===== src/rtl/term_char_writer.sv =====
// Terminal character writer: turns a UART byte stream into text-RAM writes,
// tracking a cursor and scrolling the screen through a circular row offset.
module term_char_writer #(
    parameter int COLS = 80,
    parameter int ROWS = 30
) (
    input  logic        i_Clock,
    input  logic        i_Rst_n,
    input  logic        i_RX_DV,
    input  logic [7:0]  i_RX_Byte,
    output logic        o_Wr_En,
    output logic [11:0] o_Wr_Addr,
    output logic [7:0]  o_Wr_Data,
    input  logic        i_Wr_Ready,
    output logic [4:0]  o_Top_Row,
    output logic [6:0]  o_Cursor_Col,
    output logic [4:0]  o_Cursor_Row,
    output logic        o_Busy,
    output logic        o_Overflow
);

    typedef enum logic [1:0] {IDLE, WRITE, CLEAR} state_t;

    localparam logic [6:0] LAST_COL = 7'(COLS - 1);
    localparam logic [4:0] LAST_ROW = 5'(ROWS - 1);

    state_t      state, next_state;
    logic        hold_full;
    logic [7:0]  hold_byte;
    logic        overflow;
    logic        wr_en;
    logic [11:0] wr_addr;
    logic [7:0]  wr_data;
    logic [4:0]  top_row;
    logic [6:0]  col;
    logic [4:0]  row;
    logic [6:0]  clr_col;

    logic        consume, capture, accept;
    logic        start_write, do_lf, do_cr, do_bs, col_inc;
    logic        at_bottom, printable;
    logic [5:0]  phys_sum;
    logic [4:0]  phys_row, top_inc;
    logic [11:0] cursor_addr, top_base;

    // The holding register can refill in the same cycle IDLE drains it.
    assign consume   = (state == IDLE) && hold_full;
    assign capture   = i_RX_DV && (!hold_full || consume);
    assign accept    = wr_en && i_Wr_Ready;
    assign at_bottom = (row == LAST_ROW);
    assign printable = (hold_byte >= 8'h20) && (hold_byte <= 8'h7E);

    // Both operands are below ROWS, so one conditional subtract is a full mod.
    assign phys_sum    = {1'b0, top_row} + {1'b0, row};
    assign phys_row    = (phys_sum >= 6'(ROWS)) ? 5'(phys_sum - 6'(ROWS)) : phys_sum[4:0];
    assign cursor_addr = 12'(phys_row) * 12'(COLS) + 12'(col);
    assign top_inc     = (top_row == LAST_ROW) ? 5'd0 : top_row + 5'd1;
    // After a scroll the new bottom row is the physical row that was on top.
    assign top_base    = 12'(top_row) * 12'(COLS);

    always_ff @(posedge i_Clock or negedge i_Rst_n) begin
        if (!i_Rst_n) state <= IDLE;
        else          state <= next_state;
    end

    always_comb begin
        next_state  = state;
        start_write = 1'b0;
        do_lf       = 1'b0;
        do_cr       = 1'b0;
        do_bs       = 1'b0;
        col_inc     = 1'b0;
        case (state)
            IDLE: begin
                if (hold_full) begin
                    if (printable) begin
                        start_write = 1'b1;
                        next_state  = WRITE;
                    end else if (hold_byte == 8'h0A) begin
                        do_lf = 1'b1;
                        if (at_bottom) next_state = CLEAR;
                    end else if (hold_byte == 8'h0D) begin
                        do_cr = 1'b1;
                    end else if (hold_byte == 8'h08) begin
                        do_bs = 1'b1;
                    end
                end
            end
            WRITE: begin
                if (accept) begin
                    if (col == LAST_COL) begin
                        do_lf      = 1'b1;
                        do_cr      = 1'b1;
                        next_state = at_bottom ? CLEAR : IDLE;
                    end else begin
                        col_inc    = 1'b1;
                        next_state = IDLE;
                    end
                end
            end
            CLEAR: begin
                if (accept && clr_col == LAST_COL) next_state = IDLE;
            end
            default: next_state = IDLE;
        endcase
    end

    always_ff @(posedge i_Clock or negedge i_Rst_n) begin
        if (!i_Rst_n) begin
            hold_full <= 1'b0;
            hold_byte <= 8'h00;
            overflow  <= 1'b0;
            wr_en     <= 1'b0;
            wr_addr   <= 12'd0;
            wr_data   <= 8'h00;
            top_row   <= 5'd0;
            col       <= 7'd0;
            row       <= 5'd0;
            clr_col   <= 7'd0;
        end else begin
            if (capture) hold_byte <= i_RX_Byte;
            hold_full <= capture || (hold_full && !consume);
            overflow  <= i_RX_DV && hold_full && !consume;

            if (start_write) begin
                wr_addr <= cursor_addr;
                wr_data <= hold_byte;
            end

            // Request rises the cycle after entering WRITE/CLEAR, so address
            // and data are already registered when the RAM first sees it.
            if (state == WRITE || state == CLEAR) begin
                if (!wr_en) begin
                    wr_en <= 1'b1;
                end else if (accept) begin
                    if (state == CLEAR && clr_col != LAST_COL) begin
                        clr_col <= clr_col + 7'd1;
                        wr_addr <= wr_addr + 12'd1;
                    end else begin
                        wr_en <= 1'b0;
                    end
                end
            end

            if (col_inc)                   col <= col + 7'd1;
            if (do_cr)                     col <= 7'd0;
            if (do_bs && col != 7'd0)      col <= col - 7'd1;

            if (do_lf) begin
                if (!at_bottom) begin
                    row <= row + 5'd1;
                end else begin
                    top_row <= top_inc;
                    clr_col <= 7'd0;
                    wr_addr <= top_base;
                    wr_data <= 8'h20;
                end
            end
        end
    end

    assign o_Wr_En      = wr_en;
    assign o_Wr_Addr    = wr_addr;
    assign o_Wr_Data    = wr_data;
    assign o_Top_Row    = top_row;
    assign o_Cursor_Col = col;
    assign o_Cursor_Row = row;
    assign o_Busy       = (state != IDLE) || hold_full;
    assign o_Overflow   = overflow;

endmodule


===== config.mk =====
export PLATFORM = sky130hd
export DESIGN_NAME = term_char_writer
export DESIGN_NICKNAME = d
export VERILOG_FILES = /design/src/rtl/term_char_writer.sv
export SDC_FILE = /design/constraint.sdc
export NUM_CORES = 1
export LEC_CHECK = 0
export ABC_AREA = 1
export BUFFER_PORTS_ARGS = -buffer_cell sky130_fd_sc_hd__buf_2
export CAP_MARGIN = 20
export CORE_AREA = 5 5 87 89
export DETAILED_ROUTE_END_ITERATION = 16
export DIE_AREA = 0 0 92 94
export PLACE_DENSITY = 0.9
export SYNTH_ARGS = -nofsm -noshare
export SYNTH_HDL_FRONTEND = slang
export SYNTH_SLANG_ARGS = --single-unit

===== constraint.sdc =====
create_clock -name i_Clock -period 6.1 [get_ports i_Clock]
set_input_delay 0.305 -clock i_Clock [delete_from_list [all_inputs] [get_ports i_Clock]]
set_output_delay 0.305 -clock i_Clock [all_outputs]
set_load 0.005 [all_outputs]

* Word-level counts from Yosys, hierarchy flattened
Index checks and enable logic that the tools add are counted.
** Cells by class
- Add/subtract/negate cells :: 9
- $mul :: 2
- Divide/modulo/power cells :: 0
- $lt $le $gt $ge :: 3
- Eq/ne operators :: 15
- Shift operators :: 0
- Mux-type cells :: 56
- Bitwise operators :: 1
- Reduce and logical (&&, ||, !) cells :: 23
** Operators by type and width (number)
- 12-bit two-way mux :: 7
- 7-bit two-way mux :: 9
- 8-bit by 4-bit equality test with 1-bit output (second input constant) :: 3
- 1-bit two-way mux :: 24
- 8-bit two-way mux :: 3
- 5-bit by 3-bit multiplier with 8-bit output (second input constant) :: 2
- 2-bit two-way mux :: 8
- 7-bit by 1-bit adder with 7-bit output (second input constant) :: 2
- 7-bit equality test (second input constant) :: 2
- 12-bit by 1-bit adder with 12-bit output (second input constant) :: 1
- 12-bit by 7-bit adder with 12-bit output :: 1
- 5-bit by 1-bit adder with 5-bit output (second input constant) :: 2
- 5-bit equality test (second input constant) :: 2
- 1-bit logical AND :: 10
- 5-bit two-way mux :: 2
- 8-bit by 6-bit >= comparator with 1-bit output (second input constant) :: 1
- 8-bit by 7-bit <= comparator with 1-bit output (second input constant) :: 1
- 7-bit != test (second input constant) :: 1
- 7-bit nonzero test :: 1
- 7-bit by 1-bit subtractor with 7-bit output (second input constant) :: 1
- 5-bit by 5-bit adder with 6-bit output :: 1
- 6-bit by 5-bit >= comparator with 1-bit output (second input constant) :: 1
- 2-bit != test (second input constant) :: 3
- 2-bit one-hot mux with 3 select lines :: 1
- 14 further kinds :: 20
** Storage, ports and cells
- Register bits :: 57
- Latch bits :: 0
- Memory bits (writable) :: 0
- ROM bits :: 0
- Input bits :: 12
- Logic and storage cells :: 120
- Memories :: 0

* Depth between registers and ports, before layout
- Word-level depth :: 12
- Gate-level depth with buffers :: 24
- Depth with buffers taken out :: 24

* Worst setup path before layout
Ideal clock, no wire load.
- Kind :: flip-flop to flip-flop
- Start point :: register top_row[0] (netlist: o_Top_Row[0])
- End point :: register wr_addr[10] (netlist: o_Wr_Addr[10])
- Library setup time :: 116 ps
- Arrival :: 3514 ps
- Data required time :: 5984 ps
- Path slack :: 2470 ps
- Cell stages (with the launch flop) :: 18
- Buffers on the path :: 0
- Path through :: dfrtp_1 ha_1 fa_1 inv_1 nor2_1 nand4_1 nand2_1 xor2_1 ha_1 ha_1 fa_1 inv_1 nor3_1 nand3_1 nand3_1 nand2_1 nand2_1 nand2_1
** On the way
- Cells in the longest elaborated chain, start to end :: 12
** RTL lines
- from (decl) :: RTL line 34 : logic [4:0] top_row;
- from (signal assigned) :: RTL line 153 : top_row <= top_inc;
- 5-bit by 5-bit adder with 6-bit output :: RTL line 54 : assign phys_sum = {1'b0, top_row} + {1'b0, row};
- 5-bit subtractor / 6-bit by 5-bit >= comparator with 1-bit output (equally long branches) :: RTL line 55 : assign phys_row = (phys_sum >= 6'(ROWS)) ? 5'(phys_sum - 6'(ROWS)) : phys_sum[4:0];
- 5-bit two-way mux :: RTL line 55
- 5-bit by 3-bit multiplier with 8-bit output :: RTL line 56 : assign cursor_addr = 12'(phys_row) * 12'(COLS) + 12'(col);
- 12-bit by 7-bit adder with 12-bit output :: RTL line 56
- 12-bit two-way mux :: RTL line 125 : if (start_write) begin
- 12-bit two-way mux :: RTL line 136 : if (state == CLEAR && clr_col != LAST_COL) begin
- 12-bit two-way mux :: RTL line 135 : end else if (accept) begin
- 12-bit two-way mux :: RTL line 133 : if (!wr_en) begin
- 12-bit two-way mux :: RTL line 132 : if (state == WRITE || state == CLEAR) begin
- 12-bit two-way mux :: RTL line 150 : if (!at_bottom) begin
- 12-bit two-way mux * :: RTL line 149 : if (do_lf) begin
- to (signal assigned) :: RTL line 126 : wr_addr <= cursor_addr;
- to (signal assigned) :: RTL line 138 : wr_addr <= wr_addr + 12'd1;
- to (signal assigned) :: RTL line 155 : wr_addr <= top_base;
- to (decl) :: RTL line 32 : logic [11:0] wr_addr;
Mark *: on every way between the ends. The rest lies on a longest branch, timed or not.
A chain may end at the register's enable or synchronous reset.

* Worst setup path after layout
- Start point :: register top_row[0] (netlist: o_Top_Row[0])
- End point :: register wr_addr[9] (netlist: o_Wr_Addr[9])
Same word-level chain as after synthesis.

==> flow_summary.toml <==
[run_status]
status = "finished clean"

[floorplan]
rows = 30
die_y_um = 94
io_pins = 52
dieArea_um2 = 8650
die_w_um = 92
start_util_pct = 60.5
fp.coreArea_um2 = 6680

[drt]
vias = 3830
dr.pass1.iters = 5
drc = 0
finalWirelength_mm = 9.87
viasPerCell = 5.69
antenna_left = 0
drt_iter0_markers = 305
wire_per_inst_um = 14.7

[clock_network]
cts.sinks = 57
holdBufCountCts = 0
cts_tree = "done"
cts_made_buffers = 9
clockRootBuffer = "clkbuf_8"
path_clk_slew_ps = 70
clk_latency_ps = 340
cts_setup_buffers = 0
cts_repair_resize_count = 0
clock_path_buffers = 2
cts_max_level = 3

[placement]
io_buffers = 51
gp_congestion = 0.889
hpwl_mm = 7.29
placed_area_um2 = 4350

[global_routing]
grt_pass1_wl_mm = 17.1
grt_overflow_total = 0
grt_pass1_vias = 3804
grt_usage_pct = 24.5
grt_max_degree = 58
antenna_found_initial = 0

[layout]
final_layout_size_suffix_gt1_share_pct = 15.3
layout_common_cells = "nand2_1 (126), inv_1 (70), dfrtp_1 (57), buf_2 (51), nor2_1 (49)"
fillers = 517
antennaDiodeCount = 0
mostFrequentLayoutCell = "nand2_1"
register_area_um2 = 1430
stdcell_area_um2 = 4570
area_growth_pct = 13.0
multi_input_area_um2 = 2260
fin_nets = 638

[worst_setup_path]
crit_path_start = "o_Top_Row[0]"
cp-end-kind = "register"
cp_cell_sequence = "ha_1, fa_1, inv_1, nor2_1, nand4_1, nand2_1, xor2_1, ha_1, ha_1, fa_1, nand2_1, nor2_1, nor2_1, nand2_1, o211ai_1, nand3_1, o21ai_1"
r2r-start = "o_Top_Row[0]"
cp.required_ps = 6310
critical_path_class = "reg2reg"
crit_arrival_ps = 4240
crit_path_max_incr_delay_ps = 570
crit_fanout = 7
startpoint_type = "register"
r2r_end = "o_Wr_Addr[9]"
cp_slowest_cell = "fa_1"
reg2reg_slack_ps = 2070
r2r_cells = 17
endpoint = "o_Wr_Addr[9]"

[synthesis]
syn_nets = 585
ys_types = 41
syn-cell-area_um2 = 4040
synthCells = 536
synth_seq_cells = 57
synth-seq-area-share_pct = 35.3
avgSynthCellArea_um2 = 7.54
ys.warnings.count = 0

[sta]
slew-limit-headroom_pct = 42.5
slew_viol_final = 0
tightest_slew_ps = 860
rsz0062_at_grt = "no"
final.setup_skew_ps = 9.69
min_period_ps = 4030
finalCritPeriodShare_pct = 66.0
final-setup-viol-count = 0
max_freq_mhz = 248
final.setup.tns_ps = 0
hold_viol_final = 0

[power_and_ir_drop]
p_leak_nw = 2.51
powerDensity_nw_per_um2 = 297
vdd_drop_max_mv = 0.206

[min_path]
hp-class = "in2async"

[flow_run]
max_cap_viol_count = 0
per-layer routing:
metal  wire length [µm]  vias to the layer above  track usage [%]
li1                   -                     1846                -
met1               4150                     1832             29.5
met2               4900                      128             42.2
met3                537                       24             4.97
met4                275                        0             11.4
met5                  0                        -                0
Yosys cell counts, drive strengths merged:
cell,count,area share (%)
nor3,10,1.5
a31o,1,0.22
xor2,16,3.5
nor4,2,0.31
a31oi,2,0.31
or2,3,0.46
ha,33,10
o22ai,3,0.46
mux2,1,0.28
clkbuf,3,0.28
nand3,33,4.3
dfrtp,57,35
nand3b,2,0.37
a22o,1,0.22
xnor2,5,1.1
inv,79,7.3
buf,7,1.1
o21bai,1,0.19
fa,4,2.0
nor2,52,5.6
o211ai,6,1.1
a21oi,32,4.0
o21ai,39,4.9
nand4,7,1.1
a22oi,1,0.19
nor3b,4,0.87
nand2,129,12
a211oi,1,0.19
o31ai,2,0.37
how the worst min path moves through the flow:
stage,from,end,slack [ps],cells past startpoint
floorplan,i_Rst_n,clr_col[0],9,0
global placement,i_Rst_n,hold_byte[5],490,2
detailed placement,i_Rst_n,hold_byte[4],490,2
CTS,i_Rst_n,hold_byte[4],130,2
global route,i_Rst_n,hold_byte[4],170,2
finish,i_Rst_n,hold_byte[4],100,2
power breakdown:
part | switching, W | internal, W
Clock | 0.000158 | 0.000238
Sequential | 0.0000786 | 0.000465
Combinational | 0.000257 | 0.000159
per-stage QoR:
stage / hold WS [ps] / worst slack (ps) / total power, W / util, % / instances
final: 101 / 2070 / 0.00136 / 68.4 / 673
after floorplan: 9.41 / 2470 / 0.000822 / - / 536
after CTS: 129 / 2130 / 0.00136 / 68.4 / 673
after detailed placement: 494 / 2150 / 0.000955 / 65.1 / 658
after global placement: 487 / 2300 / 0.000929 / 65.1 / 658
after global routing: 166 / 1810 / 0.00145 / 68.4 / 673
critical path: cells and delay by family (launching register included):
kind                     cells  cell delay, ps
flip-flops                   1             460
adder cells (fa/ha/maj)      5            1910
AND/OR/NAND/NOR              8             980
buffers and inverters        1              50
AO/OA/AOI/OAI                2             150
XOR/XNOR                     1             330
kinds of logic (layout without fill, tap and decap cells):
kind of cell	after synthesis	after routing	synth area share (%)
AND/OR/NAND/NOR	242	242	26.8
buffers and inverters	89	146	8.70
adder cells (fa/ha/maj)	37	37	12.2
AO/OA/AOI/OAI	89	89	12.1
multiplexers	1	1	0.279
XOR/XNOR	21	21	4.55
flip-flops	57	57	35.3
state kept, by name (all words and copies together) (netlist names):
name and flops:
o_Top_Row 5, hold_byte 8, o_Wr_En 1, o_Cursor_Row 5
hold_full 1, o_Cursor_Col 7, clr_col 7, o_Overflow 1
o_Wr_Addr 12, state 2, o_Wr_Data 8
final cells by class:
| class | count | share of cell area, % |
|---|---|---|
| multi-input combinational | 390 | 49.6 |
| tap | 80 | 2.19 |
| clock buffer | 10 | 3.01 |
| clock inverter | 5 | 1.75 |
| inverter | 79 | 6.49 |
| sequential | 57 | 31.2 |
| timing repair buffer | 52 | 5.75 |
Power figures use the tool's default switching activity.
